===== src/rtl/repeated_sub_divider_pkg.sv =====
// -----------------------------------------------------------------------------
// repeated_sub_divider_pkg
// Shared definitions for the repeated-subtraction divider: controller state
// encoding, default operand width and the quotient reported on divide-by-zero.
// -----------------------------------------------------------------------------
package repeated_sub_divider_pkg;

   localparam int WIDTH_DEF = 16;

   // Quotient returned when the divisor is zero (all ones at default width)
   localparam logic [WIDTH_DEF-1:0] DIV0_QUOTIENT = {WIDTH_DEF{1'b1}};

   typedef enum logic [2:0] {
      IDLE    = 3'd0,
      LOAD_A  = 3'd1,
      LOAD_B  = 3'd2,
      COMPUTE = 3'd3,
      DONE    = 3'd4
   } state_e;

endpackage : repeated_sub_divider_pkg


===== src/rtl/repeated_sub_divider_datapath.sv =====
// -----------------------------------------------------------------------------
// rsd_datapath
// Holds the dividend/remainder register A, divisor register B and quotient
// register P, together with the A>=B comparator, the A-B subtractor and the
// B==0 detector. All register updates are commanded by strobes from the FSM.
//
// Optional macro DIV_REMAINDER_OUT_EN adds rem_o (= register A).
//
// Ports:
//   clock_i     rising-edge clock
//   reset_n_i   synchronous active-low reset
//   data_i      shared operand bus
//   load_a_i    capture dividend into A and clear P
//   load_b_i    capture divisor into B
//   sub_en_i    A <= A - B, P <= P + 1
//   div0_set_i  P <= all ones (divide-by-zero result)
//   a_ge_b_o    comparator result A >= B
//   b_zero_o    B == 0
//   p_o         quotient register
//   rem_o       remainder register (only with DIV_REMAINDER_OUT_EN)
// -----------------------------------------------------------------------------
module rsd_datapath
   import repeated_sub_divider_pkg::*;
#(
   parameter int WIDTH = WIDTH_DEF
) (
   input  logic             clock_i,
   input  logic             reset_n_i,
   input  logic [WIDTH-1:0] data_i,
   input  logic             load_a_i,
   input  logic             load_b_i,
   input  logic             sub_en_i,
   input  logic             div0_set_i,
   output logic             a_ge_b_o,
   output logic             b_zero_o,
`ifdef DIV_REMAINDER_OUT_EN
   output logic [WIDTH-1:0] rem_o,
`endif
   output logic [WIDTH-1:0] p_o
);

   localparam logic [WIDTH-1:0] ALL_ONES = {WIDTH{1'b1}};
   localparam logic [WIDTH-1:0] ONE      = {{(WIDTH-1){1'b0}}, 1'b1};

   logic [WIDTH-1:0] a_q;
   logic [WIDTH-1:0] b_q;
   logic [WIDTH-1:0] p_q;

   // Subtract is only ever enabled when A >= B, so it cannot underflow
   assign a_ge_b_o = (a_q >= b_q);
   assign b_zero_o = (b_q == {WIDTH{1'b0}});
   assign p_o      = p_q;
`ifdef DIV_REMAINDER_OUT_EN
   assign rem_o    = a_q;
`endif

   // A register: dividend capture, then running remainder
   always_ff @(posedge clock_i) begin
      if (!reset_n_i) begin
         a_q <= {WIDTH{1'b0}};
      end else if (load_a_i) begin
         a_q <= data_i;
      end else if (sub_en_i) begin
         a_q <= a_q - b_q;
      end else begin
         a_q <= a_q;
      end
   end

   // B register: divisor capture
   always_ff @(posedge clock_i) begin
      if (!reset_n_i) begin
         b_q <= {WIDTH{1'b0}};
      end else if (load_b_i) begin
         b_q <= data_i;
      end else begin
         b_q <= b_q;
      end
   end

   // P register: cleared on dividend load, counts successful subtractions
   always_ff @(posedge clock_i) begin
      if (!reset_n_i) begin
         p_q <= {WIDTH{1'b0}};
      end else if (load_a_i) begin
         p_q <= {WIDTH{1'b0}};
      end else if (div0_set_i) begin
         p_q <= ALL_ONES;
      end else if (sub_en_i) begin
         p_q <= p_q + ONE;
      end else begin
         p_q <= p_q;
      end
   end

endmodule : rsd_datapath


===== src/rtl/repeated_sub_divider.sv =====
// -----------------------------------------------------------------------------
// repeated_sub_divider
// Unsigned divider by repeated subtraction. Operands arrive serially on
// data_in (dividend, then divisor on the following cycle); the quotient is
// presented on Pout and done stays high while it is valid.
//
// Optional macro DIV_REMAINDER_OUT_EN adds output rem_out (remainder; equals
// the dividend on divide-by-zero).
//
// Ports:
//   clock    rising-edge clock
//   reset_n  synchronous active-low reset
//   start    begin a division (honoured in IDLE and DONE only)
//   data_in  operand bus
//   Pout     quotient
//   done     result valid
//   rem_out  remainder (only with DIV_REMAINDER_OUT_EN)
// -----------------------------------------------------------------------------
module repeated_sub_divider
   import repeated_sub_divider_pkg::*;
#(
   parameter int WIDTH = WIDTH_DEF
) (
   input  logic             clock,
   input  logic             reset_n,
   input  logic             start,
   input  logic [WIDTH-1:0] data_in,
`ifdef DIV_REMAINDER_OUT_EN
   output logic [WIDTH-1:0] rem_out,
`endif
   output logic [WIDTH-1:0] Pout,
   output logic             done
);

   state_e state_q;
   state_e state_d;
   logic   done_q;

   logic load_a_s;
   logic load_b_s;
   logic sub_en_s;
   logic div0_set_s;
   logic a_ge_b_s;
   logic b_zero_s;

   // State register
   always_ff @(posedge clock) begin
      if (!reset_n) begin
         state_q <= IDLE;
      end else begin
         state_q <= state_d;
      end
   end

   // done is registered from the next state so it rises with entry to DONE
   always_ff @(posedge clock) begin
      if (!reset_n) begin
         done_q <= 1'b0;
      end else begin
         done_q <= (state_d == DONE);
      end
   end

   // Next-state logic and datapath strobes
   always_comb begin
      state_d    = state_q;
      load_a_s   = 1'b0;
      load_b_s   = 1'b0;
      sub_en_s   = 1'b0;
      div0_set_s = 1'b0;
      case (state_q)
         IDLE: begin
            if (start) begin
               state_d = LOAD_A;
            end else begin
               state_d = IDLE;
            end
         end
         LOAD_A: begin
            load_a_s = 1'b1;
            state_d  = LOAD_B;
         end
         LOAD_B: begin
            load_b_s = 1'b1;
            state_d  = COMPUTE;
         end
         COMPUTE: begin
            // Zero divisor must be tested first: A >= 0 is always true
            if (b_zero_s) begin
               div0_set_s = 1'b1;
               state_d    = DONE;
            end else if (a_ge_b_s) begin
               sub_en_s = 1'b1;
               state_d  = COMPUTE;
            end else begin
               state_d = DONE;
            end
         end
         DONE: begin
            if (start) begin
               state_d = LOAD_A;
            end else begin
               state_d = DONE;
            end
         end
         default: begin
            state_d = IDLE;
         end
      endcase
   end

   assign done = done_q;

   rsd_datapath #(
      .WIDTH (WIDTH)
   ) u_datapath (
      .clock_i    (clock),
      .reset_n_i  (reset_n),
      .data_i     (data_in),
      .load_a_i   (load_a_s),
      .load_b_i   (load_b_s),
      .sub_en_i   (sub_en_s),
      .div0_set_i (div0_set_s),
      .a_ge_b_o   (a_ge_b_s),
      .b_zero_o   (b_zero_s),
`ifdef DIV_REMAINDER_OUT_EN
      .rem_o      (rem_out),
`endif
      .p_o        (Pout)
   );

endmodule : repeated_sub_divider


===== config.mk =====
export PLATFORM = sky130hd
export DESIGN_NAME = repeated_sub_divider
export DESIGN_NICKNAME = d
export VERILOG_FILES = /design/src/rtl/repeated_sub_divider_pkg.sv /design/src/rtl/repeated_sub_divider_datapath.sv /design/src/rtl/repeated_sub_divider.sv
export SDC_FILE = /design/constraint.sdc
export NUM_CORES = 1
export LEC_CHECK = 0
export CAP_MARGIN = 15
export CORE_UTILIZATION = 30
export CTS_CLUSTER_DIAMETER = 80
export DETAILED_ROUTE_END_ITERATION = 10
export GPL_ROUTABILITY_DRIVEN = 1
export PLACE_DENSITY_LB_ADDON = 0.1
export SYNTH_ARGS = -nofsm -noshare
export SYNTH_HDL_FRONTEND = slang
export SYNTH_SLANG_ARGS = --single-unit

===== constraint.sdc =====
create_clock -name clock -period 3.97 [get_ports clock]
set_clock_uncertainty 0.05 [all_clocks]
set_input_delay 0.794 -clock clock [delete_from_list [all_inputs] [get_ports clock]]
set_output_delay 0.794 -clock clock [all_outputs]
set_load 0.01 [all_outputs]

Word level (Yosys, flattened, before mapping)
Index checks and enable logic that the tools add are counted.
- add/sub/neg operators: 2
- order comparisons: 1
- equality and inequality tests: 5
- mux-type cells: 16
- bitwise operators: 1
- reduce and logical (&&, ||, !) cells: 5
- operators by type and width (cell ; number):
    $mux W16 ; 4
    $add A16 B1 Y16 const B ; 1
    $ge A16 B16 Y1 ; 1
    $logic_not A16 Y1 ; 1
    $sub A16 B16 Y16 ; 1
    $pmux W3 S5 ; 1
    $mux W3 ; 3
    $mux W1 ; 8
    $eq A3 B2 Y1 const B ; 2
    $eq A3 B3 Y1 const B ; 2
    $reduce_bool A2 Y1 ; 2
    $eq A3 B1 Y1 const B ; 1
    $logic_not A3 Y1 ; 1
    $reduce_or A2 Y1 ; 1
    $not A1 Y1 ; 1
- register bits after elaboration: 52
- bits of input ports: 19
- output and inout port bits: 17
- logic and storage cells: 35

Logic depth before layout (Yosys ltp)
Gate-level depths: netlist of the first run.
- depth in word-level cells: 6
- gate-level depth with buffers: 11
- gate-level depth less buffers: 9

Cells and area by module
From an unflattened synthesis of the first run, not the netlist that was laid out.
- cells, all modules: 361
- area total of the unflattened synthesis: 3095.5 um^2
- by module, submodules not included (module ; times used ; cells an instance ; area an instance (um^2) ; seq. area each (um^2)):
    rsd_datapath ; 1 ; 339 ; 2895.3 ; 960.9
    repeated_sub_divider ; 1 ; 22 ; 200.2 ; 80.1

Worst setup path before layout of the first run
No wires, ideal clock.
- kind: reg-to-reg
- start: register u_datapath.a_q[0]
- end: register u_datapath.p_q[10] (netlist: u_datapath.p_o[10])
- setup time: 74 ps
- data arrival time: 2314 ps
- required time: 3846 ps
- slack: 1532 ps
- stages on the path, launching flop included: 11
- path buffers: 1
- period minus slack after synthesis: 2438 ps
- cell sequence: dfxtp_1 inv_1 ha_1 fa_1 nand2b_1 a21oi_1 o21a_4 o31ai_2 buf_6 or4_1 a31oi_1
- cells in the longest elaborated chain, start to end: 5
- ends and longest elaborated chain (element ; RTL line ; text):
    start: declaration ; repeated_sub_divider_datapath.sv:45 ; logic [WIDTH-1:0] a_q;
    start signal: assignment ; repeated_sub_divider_datapath.sv:60 ; a_q <= {WIDTH{1'b0}};
    start signal: assignment ; repeated_sub_divider_datapath.sv:62 ; a_q <= data_i;
    start signal: assignment ; repeated_sub_divider_datapath.sv:64 ; a_q <= a_q - b_q;
    $ge A16 B16 Y1 ; repeated_sub_divider_datapath.sv:50 ; assign a_ge_b_o = (a_q >= b_q);
    $mux W1 ; repeated_sub_divider.sv:92 ; end else if (a_ge_b_s) begin
    $mux W1 ; repeated_sub_divider.sv:89 ; if (b_zero_s) begin
    $mux W1 ; repeated_sub_divider.sv:71 ; case (state_q)
    $reduce_bool A2 Y1 (no line) ; n/a ;
    end signal: assignment ; repeated_sub_divider_datapath.sv:86 ; p_q <= {WIDTH{1'b0}};
    end signal: assignment ; repeated_sub_divider_datapath.sv:90 ; p_q <= p_q + ONE;
    end signal: assignment ; repeated_sub_divider_datapath.sv:92 ; p_q <= p_q;
    end: declaration ; repeated_sub_divider_datapath.sv:47 ; logic [WIDTH-1:0] p_q;
Every way passes these cells.
A chain may end at the register's enable or synchronous reset.

Worst setup path in the final report of the first run
- start: register u_datapath.a_q[0]
- end: register u_datapath.a_q[13]
- cells in the longest elaborated chain, start to end: 5
- elaborated cells between the ends (all ways): 8
- classes of those cells: add/sub: 1; order compare: 1; mux: 5; reduce/logical: 1
- ends and longest elaborated chain (element ; RTL line):
    $ge A16 B16 Y1 ; repeated_sub_divider_datapath.sv:50
    $mux W1 ; repeated_sub_divider.sv:92
    $mux W1 ; repeated_sub_divider.sv:89
    $mux W1 ; repeated_sub_divider.sv:71
    $reduce_bool A2 Y1 (no line) ; n/a
Parallel ways exist; a longest one is shown, timed or not. The select of a mux whose other input is x is not followed.

==> flow_metrics.env, run 1 <==
export IMPL_status="finished clean"
export IMPL_design_die_area_sq_mm=0.0112
export IMPL_clk_insertion_delay_late_ns=0.31
export IMPL_vias=3030
export IMPL_hold_depth=2
export IMPL_die_width_um=106
export IMPL_hold_viol_final=0
export IMPL_drive_gt1_share_pct=5.32
export IMPL_clock_fmax_ghz=0.364
export IMPL_required_ns=4.18
export IMPL_finalWeightedCongestion=0.823
export IMPL_ys_seq_area_share_pct=32.2
export IMPL_drtIter0Drc=56
export IMPL_ios=36
export IMPL_ys_warn_count=0
export IMPL_synth_ff_type="dfxtp_1"
export IMPL_finalSetupTns_ns=0
export IMPL_htree_levels=2
export IMPL_worstHoldPathType="flip-flop to flip-flop"
export IMPL_seqPwrFrac_pct=34.7
export IMPL_post_cts_resized=0
export IMPL_fin_nets=468
export IMPL_reg2reg_depth=10
export IMPL_period_share_pct=69.2
export IMPL_cts_tree="built"
export IMPL_die_h_um=106
export IMPL_slew_viol_final=0
export IMPL_crit_cells=10
export IMPL_pwr_share_clk_pct=18.3
export IMPL_async_flop_share_pct=0
export IMPL_avgSynthCellArea_sq_um=7.86
export IMPL_portBuffers=35
export IMPL_drc=0
export IMPL_synth_seq_cells=52
export IMPL_intPower_mw=1.02
export IMPL_synth_cells=412
export IMPL_n_antenna_cell=0
export IMPL_first_global_vias=2841
export IMPL_hold_ws_ns=0.428
export IMPL_hold_buffers=0
export IMPL_wl_per_cell_um=15.9
export IMPL_place_hpwl_mm=6.50
export IMPL_track_usage_pct=16.4
export IMPL_pwr_density_cell_mw_per_mm2=466
export IMPL_synth_nets=449
export IMPL_rsz0062_at_grt="false"
export IMPL_cts_sinks=52
export IMPL_synth_edf_count=0
export IMPL_crit_type="flip-flop to flip-flop"
export IMPL_p_leak_nw=1.32
export IMPL_end_kind="flip-flop"
export IMPL_cp_slowest_cell="or4_1"
export IMPL_syn2layout_area_growth_pct=16.3
export IMPL_grt_pass1_wl_mm=14.7
export IMPL_synth_top_cell_area_share_pct=32.2
export IMPL_antenna_found_initial=0
export IMPL_yosys_area_top_type="dfxtp_1"
export IMPL_pre_cts_slack_ns=1.25
export IMPL_power_share_combinational_pct=46.9
export IMPL_drv_cap=0
export IMPL_tightest_slew_ns=0.870
export IMPL_grt_ovfl_total=0
export IMPL_switching_share_pct=41.6
export IMPL_cts_buffer_depth=2
export IMPL_p_switching_uw=730
export IMPL_netlist_area_sq_mm=0.00324
export IMPL_row_count=37
export IMPL_cp_max_fo=18
export IMPL_drt_wl_total_mm=9.05
export IMPL_cp_start_kind="flip-flop"
export IMPL_cts_made_buffers=5
export IMPL_clk_pin_slew_worst_paths_ns=0.11
export IMPL_start_util_pct=31.2
export IMPL_cp_num_buf_inv=2
export IMPL_viasPerCell=5.33
export IMPL_postRouteAntennaNets=0
export IMPL_cts_setup_buffers=0
export IMPL_root_buffer="clkbuf_8"
export IMPL_drt_pass1_iter_count=5
export IMPL_max_slew_margin_rel_pct=41.6
export IMPL_setup_violations=0
export IMPL_critPathTopFamily="simple AND/OR/NAND/NOR gates"
export IMPL_yosys_top_cells_area="dfxtp_1, ha_1, nand2_1"
export IMPL_grt_start_max_net_pins=34
export IMPL_worstPathArrival_ns=2.95
export IMPL_setup_ws_ns=1.22
export IMPL_period_needed_ns=2.75
export IMPL_coreArea_sq_mm=0.0104
export IMPL_ir_worst_vdd_uv=173
export IMPL_yosysUniqueCellTypes=58
export IMPL_path_cells="inv_1 -> ha_1 -> fa_1 -> nand2b_1 -> a21oi_1 -> o21a_4 -> o31ai_4 -> buf_4 -> or4_1 -> o21ai_1"
export IMPL_slowest_delay_ns=0.51
## metal layers
metal / track usage (%) / routed length (um) / vias up
met2: 26.3 / 3990 / 40
met1: 23.4 / 4770 / 1419
met3: 2.41 / 229 / 7
met4: 2.98 / 60 / 0
met5: 0 / 0 / -
li1: - / - / 1564
## through the flow
step	instance area, sq um	util [%]	instances	power, mW
final	3760	36.3	568	1.75
after global routing	3760	36.3	568	1.88
after CTS	3760	36.3	568	1.77
after detailed placement	3680	35.4	560	1.44
after global placement	3680	35.4	560	1.44
after floorplan	3240	-	412	1.26
## tightest hold or removal path: cells and delay by family, from the launching register on
kind / cells / cell delay, ns
compound gates: 1 / 0.06
flops: 1 / 0.32
simple gates: 1 / 0.06
## power groups by stage
stage	Sequential, mW	Clock [mW]	Combinational (mW)
final	0.609	0.321	0.823
after global routing	0.617	0.350	0.914
after CTS	0.609	0.336	0.828
after detailed placement	0.621	0	0.822
after global placement	0.620	0	0.824
after floorplan	0.605	0	0.658
## cells in the mapped netlist, types with 3 or more instances
library cell,n
a211oi_1,3
a21o_1,5
a21oi_1,35
a22oi_1,3
a31oi_1,22
and3_1,8
and4_1,4
buf_2,6
buf_4,3
clkbuf_1,16
dfxtp_1,52
ha_1,17
inv_1,28
mux2i_1,3
nand2_1,53
nand3_1,20
nand3b_1,3
nand4_1,6
nor2_1,12
nor3_1,8
nor4_1,5
o21a_1,6
o21ai_0,15
o31a_1,3
o31ai_1,12
or3_1,7
or4_1,10
xnor2_1,7
## final cells by class
type | instances | area, sq um
multi-input combinational | 304 | 1980
fill | 1090 | 6610
clock buffer | 6 | 72.6
clock inverter | 2 | 16.3
sequential | 52 | 1040
timing repair buffer | 39 | 380
tap | 136 | 170
inverter | 29 | 109
## registers in the layout (all words and copies together) (netlist names)
register	cells
done	1
u_datapath.b_q	16
state_q	3
u_datapath.a_q	16
u_datapath.p_o	16
## cells by family (layout without fill, tap and decap cells)
kind of cell,after synthesis,after routing,share of synthesized area [%]
compound gates,126,126,25.9
flops,52,52,32.2
fa+ha+maj,18,18,7.19
buf+inv,56,76,7.54
mux,3,3,0.928
simple gates,150,150,24.4
xor+xnor,7,7,1.89
## worst paths after layout
| check | from | end | slack [ns] |
|---|---|---|---|
| hold reg to reg | u_datapath.a_q[7] | u_datapath.a_q[7] | 0.43 |
| hold / removal | u_datapath.a_q[7] | u_datapath.a_q[7] | 0.43 |
| setup / recovery | u_datapath.a_q[0] | u_datapath.a_q[13] | 1.22 |
| setup reg to reg | u_datapath.a_q[0] | u_datapath.a_q[13] | 1.22 |
## placed cells by master (no fill, tap or decap), drive strengths merged, types with 8 or more instances in the layout
cell            n
or4            10
and3            8
nor3           10
nand3          20
ha             17
a21oi          35
nand2          53
o21ai          17
clkdlybuf4s50  35
a31oi          22
inv            28
dfxtp          52
nor2           12
o31ai          13
Power figures use the tool's default switching activity.
==> inputs of run 2 (changes only) <==
Clock period 3.97 ns to 2.5 ns, I/O delays scaled along.
==> run 2 against run 1 <==
- worst setup slack got worse by 1.1 ns
- worst hold slack got worse by 0.0046 ns
- register-to-register slack worse by 1.1 ns
==> flow_metrics.env, run 2 (synthesized netlist as in run 1, its figures left out) <==
export IMPL_tightest_slew_ns=0.717
export IMPL_cts_made_buffers=5
export IMPL_layout_common_cells="buf_4, nand2_1, dfxtp_1"
export IMPL_met3_length_um=264
export IMPL_track_usage_pct=18.0
export IMPL_setup_ws_ns=0.142
export IMPL_first_global_vias=3250
export IMPL_root_buffer="clkbuf_8"
export IMPL_cts_buffer_depth=2
export IMPL_p_leak_nw=1.59
export IMPL_grt_pass1_wl_mm=16.1
export IMPL_slew_viol_final=0
export IMPL_drive_gt1_share_pct=20.4
export IMPL_fillCellCount=1094
export IMPL_hold_viol_final=0
export IMPL_clk_insertion_delay_late_ns=0.32
export IMPL_end_kind="flip-flop"
export IMPL_routed_top_layer="met4"
export IMPL_pre_cts_slack_ns=-0.0562
export IMPL_postRouteAntennaNets=0
export IMPL_die_h_um=106
export IMPL_final_util_pct=42.0
export IMPL_status="finished clean"
export IMPL_htree_levels=2
export IMPL_start_util_pct=31.2
export IMPL_hold_buffers=0
export IMPL_drc=0
export IMPL_portBuffers=35
export IMPL_die_width_um=106
export IMPL_cts_tree="built"
export IMPL_syn2layout_area_growth_pct=34.7
export IMPL_met2_length_mm=4.71
export IMPL_n_antenna_cell=0
export IMPL_wl_per_cell_um=16.3
export IMPL_worstHoldPathType="flip-flop to flip-flop"
export IMPL_cp_max_fo=13
export IMPL_fin_nets=522
export IMPL_cts_sinks=52
export IMPL_wl_met1_mm=5.07
export IMPL_clock_fmax_ghz=0.424
export IMPL_layout_commonest_cell="buf_4"
export IMPL_row_count=37
export IMPL_antenna_found_initial=0
export IMPL_drt_pass1_iter_count=4
export IMPL_period_share_pct=94.3
export IMPL_viasPerCell=5.38
export IMPL_crit_type="flip-flop to flip-flop"
export IMPL_pwr_density_cell_mw_per_mm2=739
export IMPL_drtIter0Drc=153
export IMPL_design_die_area_sq_mm=0.0112
export IMPL_finalWeightedCongestion=0.834
export IMPL_total_power_mw=3.22
export IMPL_cp_start_kind="flip-flop"
export IMPL_grt_ovfl_total=0
export IMPL_place_hpwl_mm=7.27
export IMPL_clk_pin_slew_worst_paths_ns=0.10
export IMPL_worstPathArrival_ns=2.55
export IMPL_period_needed_ns=2.36
export IMPL_drv_cap=0
export IMPL_ir_worst_vdd_uv=331
export IMPL_max_slew_margin_rel_pct=51.8
export IMPL_coreArea_sq_mm=0.0104
export IMPL_required_ns=2.69
export IMPL_vias=3346
export IMPL_setup_violations=0
export IMPL_ios=36
export IMPL_drt_wl_total_mm=10.1
export IMPL_grt_start_max_net_pins=34
-- run 2: power breakdown --
| part | leakage, nW | total, mW | switching [mW] | internal [mW] |
|---|---|---|---|---|
| logic | 1.12 | 1.73 | 0.943 | 0.789 |
| registers | 0.425 | 0.960 | 0.0578 | 0.902 |
| clock network | 0.0487 | 0.527 | 0.322 | 0.205 |
| total | 1.59 | 3.22 | 1.32 | 1.90 |
-- run 2: critical path, cell delays in order (launching register included) --
cell,delay [ns]
dfxtp_2,0.35
inv_2,0.04
ha_4,0.15
fa_2,0.35
nand2b_4,0.16
a21oi_4,0.16
o21a_4,0.22
nor3_4,0.10
or4_1,0.53
a31oi_1,0.17
-- run 2: area by class of cell --
cell class	instances	area (sq um)	share of cell area [%]
Inverter	29	109	2.50
Clock buffer	5	68.8	1.58
Sequential cell	52	1050	24.1
Multi-Input combinational cell	305	2160	49.5
Timing Repair Buffer	92	778	17.9
Tap cell	136	170	3.90
Clock inverter	3	26.3	0.603
-- run 2: layer usage --
layer | up-vias | track usage (%)
li1 | 1667 | -
met3 | 9 | 2.10
met2 | 66 | 30.3
met5 | - | 0
met4 | 0 | 3.97
met1 | 1604 | 24.5
-- run 2: path summary, 6_finish.rpt --
path	start	cells past startpoint	to	slack (ns)
worst max-delay path	u_datapath.a_q[0]	9	u_datapath.p_o[7]	0.14
worst min-delay path	u_datapath.b_q[8]	2	u_datapath.b_q[8]	0.42
worst max register to register	u_datapath.a_q[0]	9	u_datapath.p_o[7]	0.14
worst min register to register	u_datapath.b_q[8]	2	u_datapath.b_q[8]	0.42
-- run 2: what timing repair did --
action                                  CTS  global route
pin swaps                                 1            15
gates cloned                              0             1
hold endpoints to repair                  0             0
endpoints found under the setup margin   11            30
resized for setup                         2            28
setup buffers                             1             7
-- run 2: metrics by stage --
| step | hold slack [ns] | std cells | setup TNS (ns) | cell area, sq um |
|---|---|---|---|---|
| final | 0.424 | 622 | 0 | 4360 |
| after detailed placement | 0.422 | 607 | -0.229 | 4030 |
| after global placement | 0.410 | 607 | 0 | 4030 |
| after global routing | 0.459 | 622 | -0.000892 | 4360 |
| after floorplan | 0.398 | 412 | 0 | 3240 |
| after CTS | 0.437 | 616 | -0.00312 | 4140 |
